--- config.mk ---
export PLATFORM = sky130hd
export DESIGN_NAME = notch_out_capture_flat
export DESIGN_NICKNAME = d
export VERILOG_FILES = /design/src/rtl/notch_pkg.sv /design/src/rtl/notch_out_capture_if.sv /design/src/rtl/notch_sync_fifo.sv /design/src/rtl/notch_out_capture.sv /design/src/flat_wrapper.sv
export SDC_FILE = /design/constraint.sdc
export NUM_CORES = 1
export LEC_CHECK = 0
export BUFFER_PORTS_ARGS = -buffer_cell sky130_fd_sc_hd__buf_2
export CORE_AREA = 3 3 178 180
export CTS_CLUSTER_SIZE = 30
export DETAILED_ROUTE_END_ITERATION = 12
export DIE_AREA = 0 0 181 183
export PLACE_DENSITY = 0.74
export SLEW_MARGIN = 25
export SYNTH_ARGS = -nofsm -noshare
export SYNTH_HDL_FRONTEND = slang
export SYNTH_SLANG_ARGS = --single-unit
--- constraint.sdc ---
create_clock -name clk -period 3.47 [get_ports clk]
set_input_delay 0.5205 -clock clk [delete_from_list [all_inputs] [get_ports clk]]
set_output_delay 0.5205 -clock clk [all_outputs]
set_load 0.01 [all_outputs]
--- src/rtl/notch_pkg.sv ---
// notch_pkg: shared FSM encodings and width defaults for the notch_* blocks
package notch_pkg;
  localparam int NOTCH_DATA_SIZE = 24;
  localparam logic [1:0] IDLE    = 2'd0;
  localparam logic [1:0] SETTLE  = 2'd1;
  localparam logic [1:0] CAPTURE = 2'd2;
endpackage

--- src/rtl/notch_out_capture_if.sv ---
// notch_out_capture_if: captured-sample valid/ready stream
//   m_data  head-of-FIFO sample, 0 while m_valid is low
//   m_valid FIFO not empty
//   m_ready consumer accepts m_data this cycle
interface notch_out_capture_if
  import notch_pkg::*;
#(
  parameter int DATA_SIZE = NOTCH_DATA_SIZE
);
  logic [DATA_SIZE-1:0] m_data;
  logic                 m_valid;
  logic                 m_ready;
  modport master(output m_data, m_valid, input m_ready);
  modport slave(input m_data, m_valid, output m_ready);
endinterface

--- src/rtl/notch_sync_fifo.sv ---
// notch_sync_fifo: first-word-fall-through FIFO with registered head and occupancy
//   clk, reset   clock, synchronous active-low reset
//   wr, wdata    write request; accepted when accept is high
//   accept       room available, counting a pop in the same cycle
//   rdata/rvalid registered head word (0 when empty) and not-empty flag
//   rready       pop request, ignored when empty
//   count        occupancy 0..2**ADDR_SIZE
module notch_sync_fifo #(
  parameter int DATA_SIZE = 24,
  parameter int ADDR_SIZE = 4
) (
  input  logic                 clk,
  input  logic                 reset,
  input  logic                 wr,
  input  logic [DATA_SIZE-1:0] wdata,
  output logic                 accept,
  output logic [DATA_SIZE-1:0] rdata,
  output logic                 rvalid,
  input  logic                 rready,
  output logic [ADDR_SIZE:0]   count
);
  localparam int DEPTH = 1 << ADDR_SIZE;
  logic [DATA_SIZE-1:0] mem [DEPTH];
  logic [ADDR_SIZE-1:0] wptr, rptr, rptr_n;
  logic [ADDR_SIZE:0]   left;
  logic                 pop, push;
  assign pop    = rvalid & rready;
  // count's MSB alone marks full since count never exceeds DEPTH
  assign accept = ~count[ADDR_SIZE] | pop;
  assign push   = wr & accept;
  assign rptr_n = rptr + ADDR_SIZE'(pop);
  // entries still held after this cycle's pop, before this cycle's write
  assign left   = count - (ADDR_SIZE+1)'(pop);
  always_ff @(posedge clk)
    if (push) mem[wptr] <= wdata;
  // head is registered: an older entry if any survive the pop, otherwise the word being written
  always_ff @(posedge clk)
    if (!reset) begin
      wptr   <= '0;
      rptr   <= '0;
      count  <= '0;
      rvalid <= 1'b0;
      rdata  <= '0;
    end else begin
      wptr   <= wptr + ADDR_SIZE'(push);
      rptr   <= rptr_n;
      count  <= left + (ADDR_SIZE+1)'(push);
      rvalid <= (left != '0) | push;
      rdata  <= (left != '0) ? mem[rptr_n] : push ? wdata : '0;
    end
endmodule

--- src/rtl/notch_out_capture.sv ---
// notch_out_capture: captures notch_top output a fixed settle time after each sample_trig edge
//   clk, reset   clock, synchronous active-low reset
//   sample_trig  sample strobe shared with notch_top
//   data_in      notch_top.data_out
//   m            captured-sample stream (master side)
//   count        FIFO occupancy
//   overflow     sticky, a capture was dropped on a full FIFO
//   trig_missed  sticky, a trigger edge arrived outside IDLE
module notch_out_capture
  import notch_pkg::*;
#(
  parameter int DATA_SIZE     = NOTCH_DATA_SIZE,
  parameter int SETTLE_CYCLES = 16,
  parameter int FIFO_DEPTH    = 16,
  parameter int ADDR_SIZE     = 4
) (
  input  logic                   clk,
  input  logic                   reset,
  input  logic                   sample_trig,
  input  logic [DATA_SIZE-1:0]   data_in,
  notch_out_capture_if.master    m,
  output logic [ADDR_SIZE:0]     count,
  output logic                   overflow,
  output logic                   trig_missed
);
  localparam logic [7:0] SETTLE_LOAD = 8'(SETTLE_CYCLES - 1);
  logic [1:0] state, state_n;
  logic [7:0] cnt;
  logic       trig_q, trig_edge, capture, accept;
  assign trig_edge = sample_trig & ~trig_q;
  assign capture   = state == CAPTURE;
  always_comb
    state_n = (state == IDLE)   ? (trig_edge ? SETTLE : IDLE) :
              (state == SETTLE) ? (cnt == 8'd0 ? CAPTURE : SETTLE) : IDLE;
  // trig_q resets high so a strobe already high at reset release is not an edge
  always_ff @(posedge clk)
    if (!reset) begin
      state       <= IDLE;
      cnt         <= '0;
      trig_q      <= 1'b1;
      overflow    <= 1'b0;
      trig_missed <= 1'b0;
    end else begin
      state       <= state_n;
      cnt         <= (state == SETTLE) ? cnt - 8'd1 : SETTLE_LOAD;
      trig_q      <= sample_trig;
      overflow    <= overflow | (capture & ~accept);
      trig_missed <= trig_missed | (trig_edge & (state != IDLE));
    end
  notch_sync_fifo #(
    .DATA_SIZE(DATA_SIZE),
    .ADDR_SIZE(ADDR_SIZE)
  ) u_fifo (
    .clk    (clk),
    .reset  (reset),
    .wr     (capture),
    .wdata  (data_in),
    .accept (accept),
    .rdata  (m.m_data),
    .rvalid (m.m_valid),
    .rready (m.m_ready),
    .count  (count)
  );
endmodule

--- src/flat_wrapper.sv ---
// flat-port wrapper written by rule: the top's interface ports become plain ports
module notch_out_capture_flat import notch_pkg::*;
#(
  parameter int DATA_SIZE     = NOTCH_DATA_SIZE,
  parameter int SETTLE_CYCLES = 16,
  parameter int FIFO_DEPTH    = 16,
  parameter int ADDR_SIZE     = 4
)
  (clk, reset, sample_trig, data_in, count, overflow, trig_missed, m_m_data, m_m_valid, m_m_ready);
  notch_out_capture_if #(.DATA_SIZE(DATA_SIZE)) m_i ();
  input  logic clk;
  input  logic reset;
  input  logic sample_trig;
  input  logic [DATA_SIZE-1:0] data_in;
  output logic [ADDR_SIZE:0] count;
  output logic overflow;
  output logic trig_missed;
  output wire logic [$bits(m_i.m_data)-1:0] m_m_data;
  output wire logic [$bits(m_i.m_valid)-1:0] m_m_valid;
  input wire logic [$bits(m_i.m_ready)-1:0] m_m_ready;
  assign m_m_data = m_i.m_data;
  assign m_m_valid = m_i.m_valid;
  assign m_i.m_ready = m_m_ready;
  notch_out_capture #(.DATA_SIZE(DATA_SIZE), .SETTLE_CYCLES(SETTLE_CYCLES), .FIFO_DEPTH(FIFO_DEPTH), .ADDR_SIZE(ADDR_SIZE)) u_core (.clk(clk), .reset(reset), .sample_trig(sample_trig), .data_in(data_in), .m(m_i), .count(count), .overflow(overflow), .trig_missed(trig_missed));
endmodule
==> results.yml, run 1 <==
worst_setup_path:
  max_stage_delay_ns: 0.58
  slowest_stage: "or4_4"
  critPathLaunchType: "flop"
  ff2ff_setup_slack_ns: 0.86
  setup.worst_path.class: "flop to flop"
  r2r-end: "u_core.u_fifo.rdata[22]"
  required_ns: 3.88
  crit_start: "u_core.u_fifo.rvalid"
  worstPathArrival_ns: 3.02
  critPathCaptureType: "flop"
  ff2ff_path_depth: 10
  path_cells: "nand2_1 -> inv_1 -> ha_1 -> ha_1 -> inv_1 -> or4_4 -> o211ai_4 -> buf_4 -> nor2_1 -> a211o_1"
  r2r-start: "u_core.u_fifo.rvalid"
  path_buf_inv: 3
  crit_fanout: 13
  path_delay_family: "simple AND/OR/NAND/NOR gates"
yosys:
  yosys_warnings: 0
  ys_seq_area_share_pct: 75.8
  syn_inst: 784
  synth_area_sq_um: 16600
  synth_top_area_cell: "edfxtp_1"
  yosys-top-cells-area: "edfxtp_1 (70%), mux4_2 (13%), dfxtp_1 (6.2%), mux2i_1 (2.9%), a21o_1 (1.0%)"
  syn_nets: 822
  synth_cell_types: 40
  synth_seq_cells: 435
  syn_avg_cell_area_sq_um: 21.1
  netlist.area_leader.share_pct: 69.6
sta:
  finalHoldViolCount: 0
  slew_headroom_pct: 61.7
  rsz0062_at_grt: "no"
  final.setup.tns_ns: 0
  fin_crit_ns: 2.61
  fmax_mhz: 383
  finalClockSkew_ns: 0.0191
  slew_viol_final: 0
  finalSetupViolCount: 0
  tightest_slew_ns: 0.574
  min_period_over_period_pct: 75.3
global_route:
  grt_antenna_before_repair: 1
  overflow: 0
  grt.total_usage_pct: 20.7
  grt_max_degree: 37
  grt_pass1_wl_mm: 51.7
  grt_pass1_vias: 8411
detailed_routing:
  num_vias: 7954
  wl_per_cell_um: 25.1
  totalWireLength_mm: 33.2
  drtIter0Drc: 801
  drc: 0
  routed_via_density: 6.01
  first_pass_iters: 5
  drtAntennaViolNets: 0
final_layout:
  final_common_cell: "edfxtp_1"
  multi_input_area_sq_um: 3930
  area_delta_synth_final_pct: 15.9
  nFillCells: 2011
  layout_common_cells: "edfxtp_1 (384), mux4_2 (96), buf_2 (59)"
  drive_gt1_share_pct: 31.1
  instances_no_fill: 1324
  nets: 931
  seq_area_sq_um: 12600
  diodes: 0
clock_network:
  cts_hold_buffers: 0
  post_cts_resized: 0
  cts_buffer_depth: 3
  clk_pin_slew_ns: 0.06
  cts_buffers: 43
  post_cts.repair.setup_buffers: 0
  cts_tree: "yes"
  clock_latency_ns: 0.54
  cts-root-buf: "clkbuf_16"
  htree_levels: 2
  clock_sinks: 435
floorplanning:
  die_area_sq_um: 33100
  rows: 64
  die_h_um: 183
  die_w_um: 181
  ios: 60
  core_sq_um: 30300
  start_util_pct: 54.6
pwr:
  vdd_ir_drop_max_v: 0.000435
  p_per_area_nw_per_um2: 621
  p_leak_nw: 6.49
  total_power_mw: 11.9
hold_path:
  whs_path_depth: 2
  holdCritStartpoint: "sample_trig"
  min_to: "u_core.trig_q"
  hp-class: "primary input to flop"
place:
  dpl.hpwl_mm: 19.0
  port_buffers: 59
  place_inst: 1244
  globalplace.congestion: 0.750
flow_run:
  cap_violations: 0
outcome:
  status: "finished clean"
==> synthesized netlist by cell type (all sizes together) <==
| cell | number |
|---|---|
| a21o | 23 |
| xnor2 | 8 |
| inv | 7 |
| edfxtp | 384 |
| clkbuf | 15 |
| a21oi | 3 |
| ha | 10 |
| o211ai | 2 |
| xor2 | 7 |
| dfxtp | 51 |
| nor3b | 2 |
| mux4 | 96 |
| nor3 | 7 |
| o21ai | 1 |
| nand3 | 5 |
| buf | 22 |
| mux2i | 48 |
| nor2b | 5 |
| o21a | 1 |
| or4 | 1 |
| a31oi | 1 |
| o22ai | 24 |
| or3b | 1 |
| a211o | 1 |
| nand3b | 2 |
| nand2b | 6 |
| o31a | 1 |
| or3 | 1 |
| nor4 | 2 |
| a21boi | 5 |
| nand2 | 7 |
| and2 | 12 |
| nor2 | 23 |
==> power breakdown <==
group | internal (mW) | switching (mW) | leakage [nW] | total, mW
clock | 2.60 | 1.85 | 0.676 | 4.45
combinational | 0.717 | 0.827 | 1.95 | 1.54
sequential | 5.83 | 0.0818 | 3.87 | 5.92
==> per-layer routing <==
layer | GRT usage (%) | up-vias | wire length (um)
met1 | 28.9 | 4138 | 13400
li1 | - | 3432 | -
met5 | 0 | - | 8
met2 | 34.6 | 310 | 16700
met3 | 3.17 | 72 | 2180
met4 | 6.37 | 2 | 953
==> cell type report <==
type / instances / share of cell area (%)
Timing Repair Buffer: 101 / 4.23
Inverter: 7 / 0.137
Tap cell: 396 / 2.58
Multi-Input combinational cell: 305 / 20.5
Clock buffer: 62 / 6.35
Clock inverter: 18 / 0.809
Sequential cell: 435 / 65.4
==> through the flow <==
stage,cell area (sq um),setup WS [ns],hold slack [ns],utilization (%)
final,19200,0.858,0.196,63.2
after global routing,19200,0.718,0.197,63.2
after CTS,19200,0.856,0.180,63.2
after detailed placement,17800,0.563,0.451,58.7
after global placement,17800,0.581,0.443,58.7
after floorplan,16600,0.312,0.436,-
==> worst register-to-register path, stage by stage, from the launching register on <==
cell and delay, ns:
dfxtp_1 0.31, nand2_1 0.13, inv_1 0.11, ha_1 0.22, ha_1 0.27, inv_1 0.06
or4_4 0.58, o211ai_4 0.19, buf_4 0.29, nor2_1 0.08, a211o_1 0.27
==> sequential cells by signal, indices dropped and copies added, names as in the netlist <==
name,cells
u_core.u_fifo.mem,384
u_core.cnt,8
u_core.u_fifo.rvalid,1
u_core.state,2
u_core.trig_missed,1
u_core.overflow,1
u_core.u_fifo.rdata,24
u_core.u_fifo.wptr,4
u_core.u_fifo.rptr,4
u_core.u_fifo.count,5
u_core.trig_q,1
==> kinds of logic after synthesis <==
| kind of cell | Yosys count | share of synthesized area, % |
|---|---|---|
| flops | 435 | 75.8 |
| mux | 144 | 16.0 |
| fa+ha+maj | 10 | 0.756 |
| xor+xnor | 15 | 0.884 |
| simple gates | 74 | 2.43 |
| compound gates | 62 | 2.77 |
| buf+inv | 44 | 1.40 |
==> worst max-delay path by stage <==
| stage | depth (start not counted) | end | slack (ns) |
|---|---|---|---|
| 2_1_floorplan | 4 | u_core.u_fifo.mem[1][0] | 0.31 |
| 3_3_place_gp | 11 | u_core.u_fifo.rdata[7] | 0.58 |
| 3_5_place_dp | 11 | u_core.u_fifo.rdata[22] | 0.56 |
| 4_1_cts | 10 | u_core.u_fifo.rdata[22] | 0.86 |
| 5_1_grt | 10 | u_core.u_fifo.rdata[22] | 0.72 |
| 6_report | 10 | u_core.u_fifo.rdata[22] | 0.86 |
(Power assumes the default switching activity.)
==> inputs of run 2 (changes only) <==
--- a/config.mk
+++ b/config.mk
@@ -10,7 +10,7 @@
 export CTS_CLUSTER_SIZE = 30
 export DETAILED_ROUTE_END_ITERATION = 12
 export DIE_AREA = 0 0 181 183
-export PLACE_DENSITY = 0.74
+export PLACE_DENSITY = 0.71
 export SLEW_MARGIN = 25
 export SYNTH_ARGS = -nofsm -noshare
 export SYNTH_HDL_FRONTEND = slang
==> constraint.sdc (replaced) <==
create_clock -name clk -period 2.5 [get_ports clk]
set_input_delay 0.375 -clock clk [delete_from_list [all_inputs] [get_ports clk]]
set_output_delay 0.375 -clock clk [all_outputs]
set_load 0.01 [all_outputs]
==> run 2 against run 1 <==
Effect of this change: count of clock-buffer cells in the layout down 3; non-clock buffer count rose by 26; largest cell class unchanged; global-route usage rose by 0.20 points; critical path depth up 1; flip-flop and latch count unchanged; utilization rose by 0.96 points.
==> results.yml, run 2 (synthesis results as in run 1) <==
final_layout:
  layout_common_cells: "edfxtp_1 (384), mux4_2 (96), buf_2 (59)"
  nets: 956
  final_common_cell: "edfxtp_1"
  seq_area_sq_um: 12600
  multi_input_area_sq_um: 3900
  area_delta_synth_final_pct: 17.6
  top_regs: "u_core.u_fifo.mem (384), u_core.u_fifo.rdata (24), u_core.cnt (8)"
  diodes: 0
  largest_reg_flops: 384
  nFillCells: 1951
  final_util_pct: 64.2
  drive_gt1_share_pct: 32.8
  top_register: "u_core.u_fifo.mem"
sta:
  finalClockSkew_ns: 0.0155
  finalHoldViolCount: 0
  fin_crit_ns: 2.48
  finalSetupViolCount: 0
  whs_ns: 0.0672
  slew_headroom_pct: 60.1
  min_period_over_period_pct: 99.1
  rsz0062_at_grt: "yes"
  tightest_slew_ns: 0.599
  slew_viol_final: 0
  fmax_mhz: 404
floorplanning:
  start_util_pct: 54.6
  ios: 60
  die_h_um: 183
  die_area_sq_um: 33100
  die_w_um: 181
  core_sq_um: 30300
  rows: 64
global_route:
  grt_pass1_vias: 8647
  grt_pass1_wl_mm: 52.3
  grt_max_degree: 50
  overflow: 0
  grt_antenna_before_repair: 0
  grt.total_usage_pct: 20.9
clock_network:
  clock_sinks: 435
  cts_buffer_depth: 3
  cts_buffers: 42
  clk_pin_slew_ns: 0.06
  clock_latency_ns: 0.53
  cts_tree: "yes"
  cts-root-buf: "clkbuf_16"
  htree_levels: 2
  cts_hold_buffers: 0
worst_setup_path:
  ff2ff_setup_slack_ns: 0.02
  max_stage_delay_ns: 0.60
  crit_fanout: 8
  path_cells: "nand2_2 -> inv_2 -> ha_4 -> ha_1 -> inv_1 -> or4_4 -> o211ai_4 -> buf_12 -> buf_6 -> o22ai_1 -> a21o_1"
  path_buf_inv: 4
  critPathCaptureType: "flop"
  worstPathArrival_ns: 2.89
  slowest_stage: "or4_4"
  path_delay_family: "simple AND/OR/NAND/NOR gates"
  setup.worst_path.class: "flop to flop"
  required_ns: 2.91
  critPathLaunchType: "flop"
pwr:
  vdd_ir_drop_max_v: 0.000543
  p_leak_nw: 6.62
  p_per_area_nw_per_um2: 842
detailed_routing:
  drtIter0Drc: 682
  totalWireLength_mm: 34.7
  drc: 0
  num_vias: 8047
  first_pass_iters: 5
  wl_per_cell_um: 25.8
  drtAntennaViolNets: 0
  routed_via_density: 5.99
flow_run:
  cap_violations: 0
hold_path:
  hp-class: "primary input to flop"
place:
  globalplace.congestion: 0.799
  port_buffers: 59
  dpl.hpwl_mm: 20.0
outcome:
  status: "finished clean"
## run 2: cell count changes in the layout (fill, tap and decap cells not counted), sizes merged
cell,delta
buf,+25
clkbuf,-2
bufinv,-1
inv,-1
clkinvlp,-2
## run 2: timing repair
action	in CTS	in global routing
gates resized for setup	0	9
buffers inserted	0	3
endpoints found under the setup margin	1	15
gates cloned	0	1
pin swaps	1	6
## run 2: where the power goes
part	internal (mW)	switching (mW)	total [mW]
combinational	1.13	1.22	2.35
sequential	8.10	0.138	8.24
clock	3.32	2.50	5.82
## run 2: cell type report
type	instances	share of cell area [%]
inverters	7	0.135
clock inverters	14	0.533
well taps	396	2.54
clock buffers	59	5.93
flip-flops and latches	435	64.5
multi-input cells	305	20.0
repair buffers	127	6.39
## run 2: final timing paths
check	endpoint	depth (start not counted)	start
hold reg to reg	u_core.cnt[0]	1	u_core.cnt[0]
setup / recovery	u_core.u_fifo.rdata[21]	11	u_core.u_fifo.rvalid
setup reg to reg	u_core.u_fifo.rdata[21]	11	u_core.u_fifo.rvalid
hold / removal	u_core.trig_q	2	sample_trig
## run 2: through the flow
stage	worst slack [ns]	total power [mW]	cell area (sq um)	TNS, ns	instances
after floorplan	-0.283	9.82	16600	-20.60	784
after global placement	-0.0799	10.6	18100	-0.680	1266
after detailed placement	-0.132	10.7	18100	-1.45	1266
after CTS	0.000240	16.5	19400	0	1339
after global routing	-0.0382	17.0	19500	-0.0529	1343
final	0.0230	16.4	19500	0	1343
## run 2: worst register-to-register path: cells and delay by family, from the launching register on
kind / cells / cell delay (ns)
adders and majority gates: 2 / 0.42
AOI/OAI and AO/OA: 3 / 0.55
and+or+nand+nor: 2 / 0.67
buffers and inverters: 4 / 0.40
DFF: 1 / 0.33
## run 2: layer usage
metal  track usage (%)  wire (um)  share of wire (%)  up-vias
met1              29.2      14400                 41     4227
li1                  -          -                  -     3477
met4              6.46        813                2.3        0
met5                 0          0                  0        -
met3              3.77       2220                6.4       70
met2              34.4      17300                 50      273
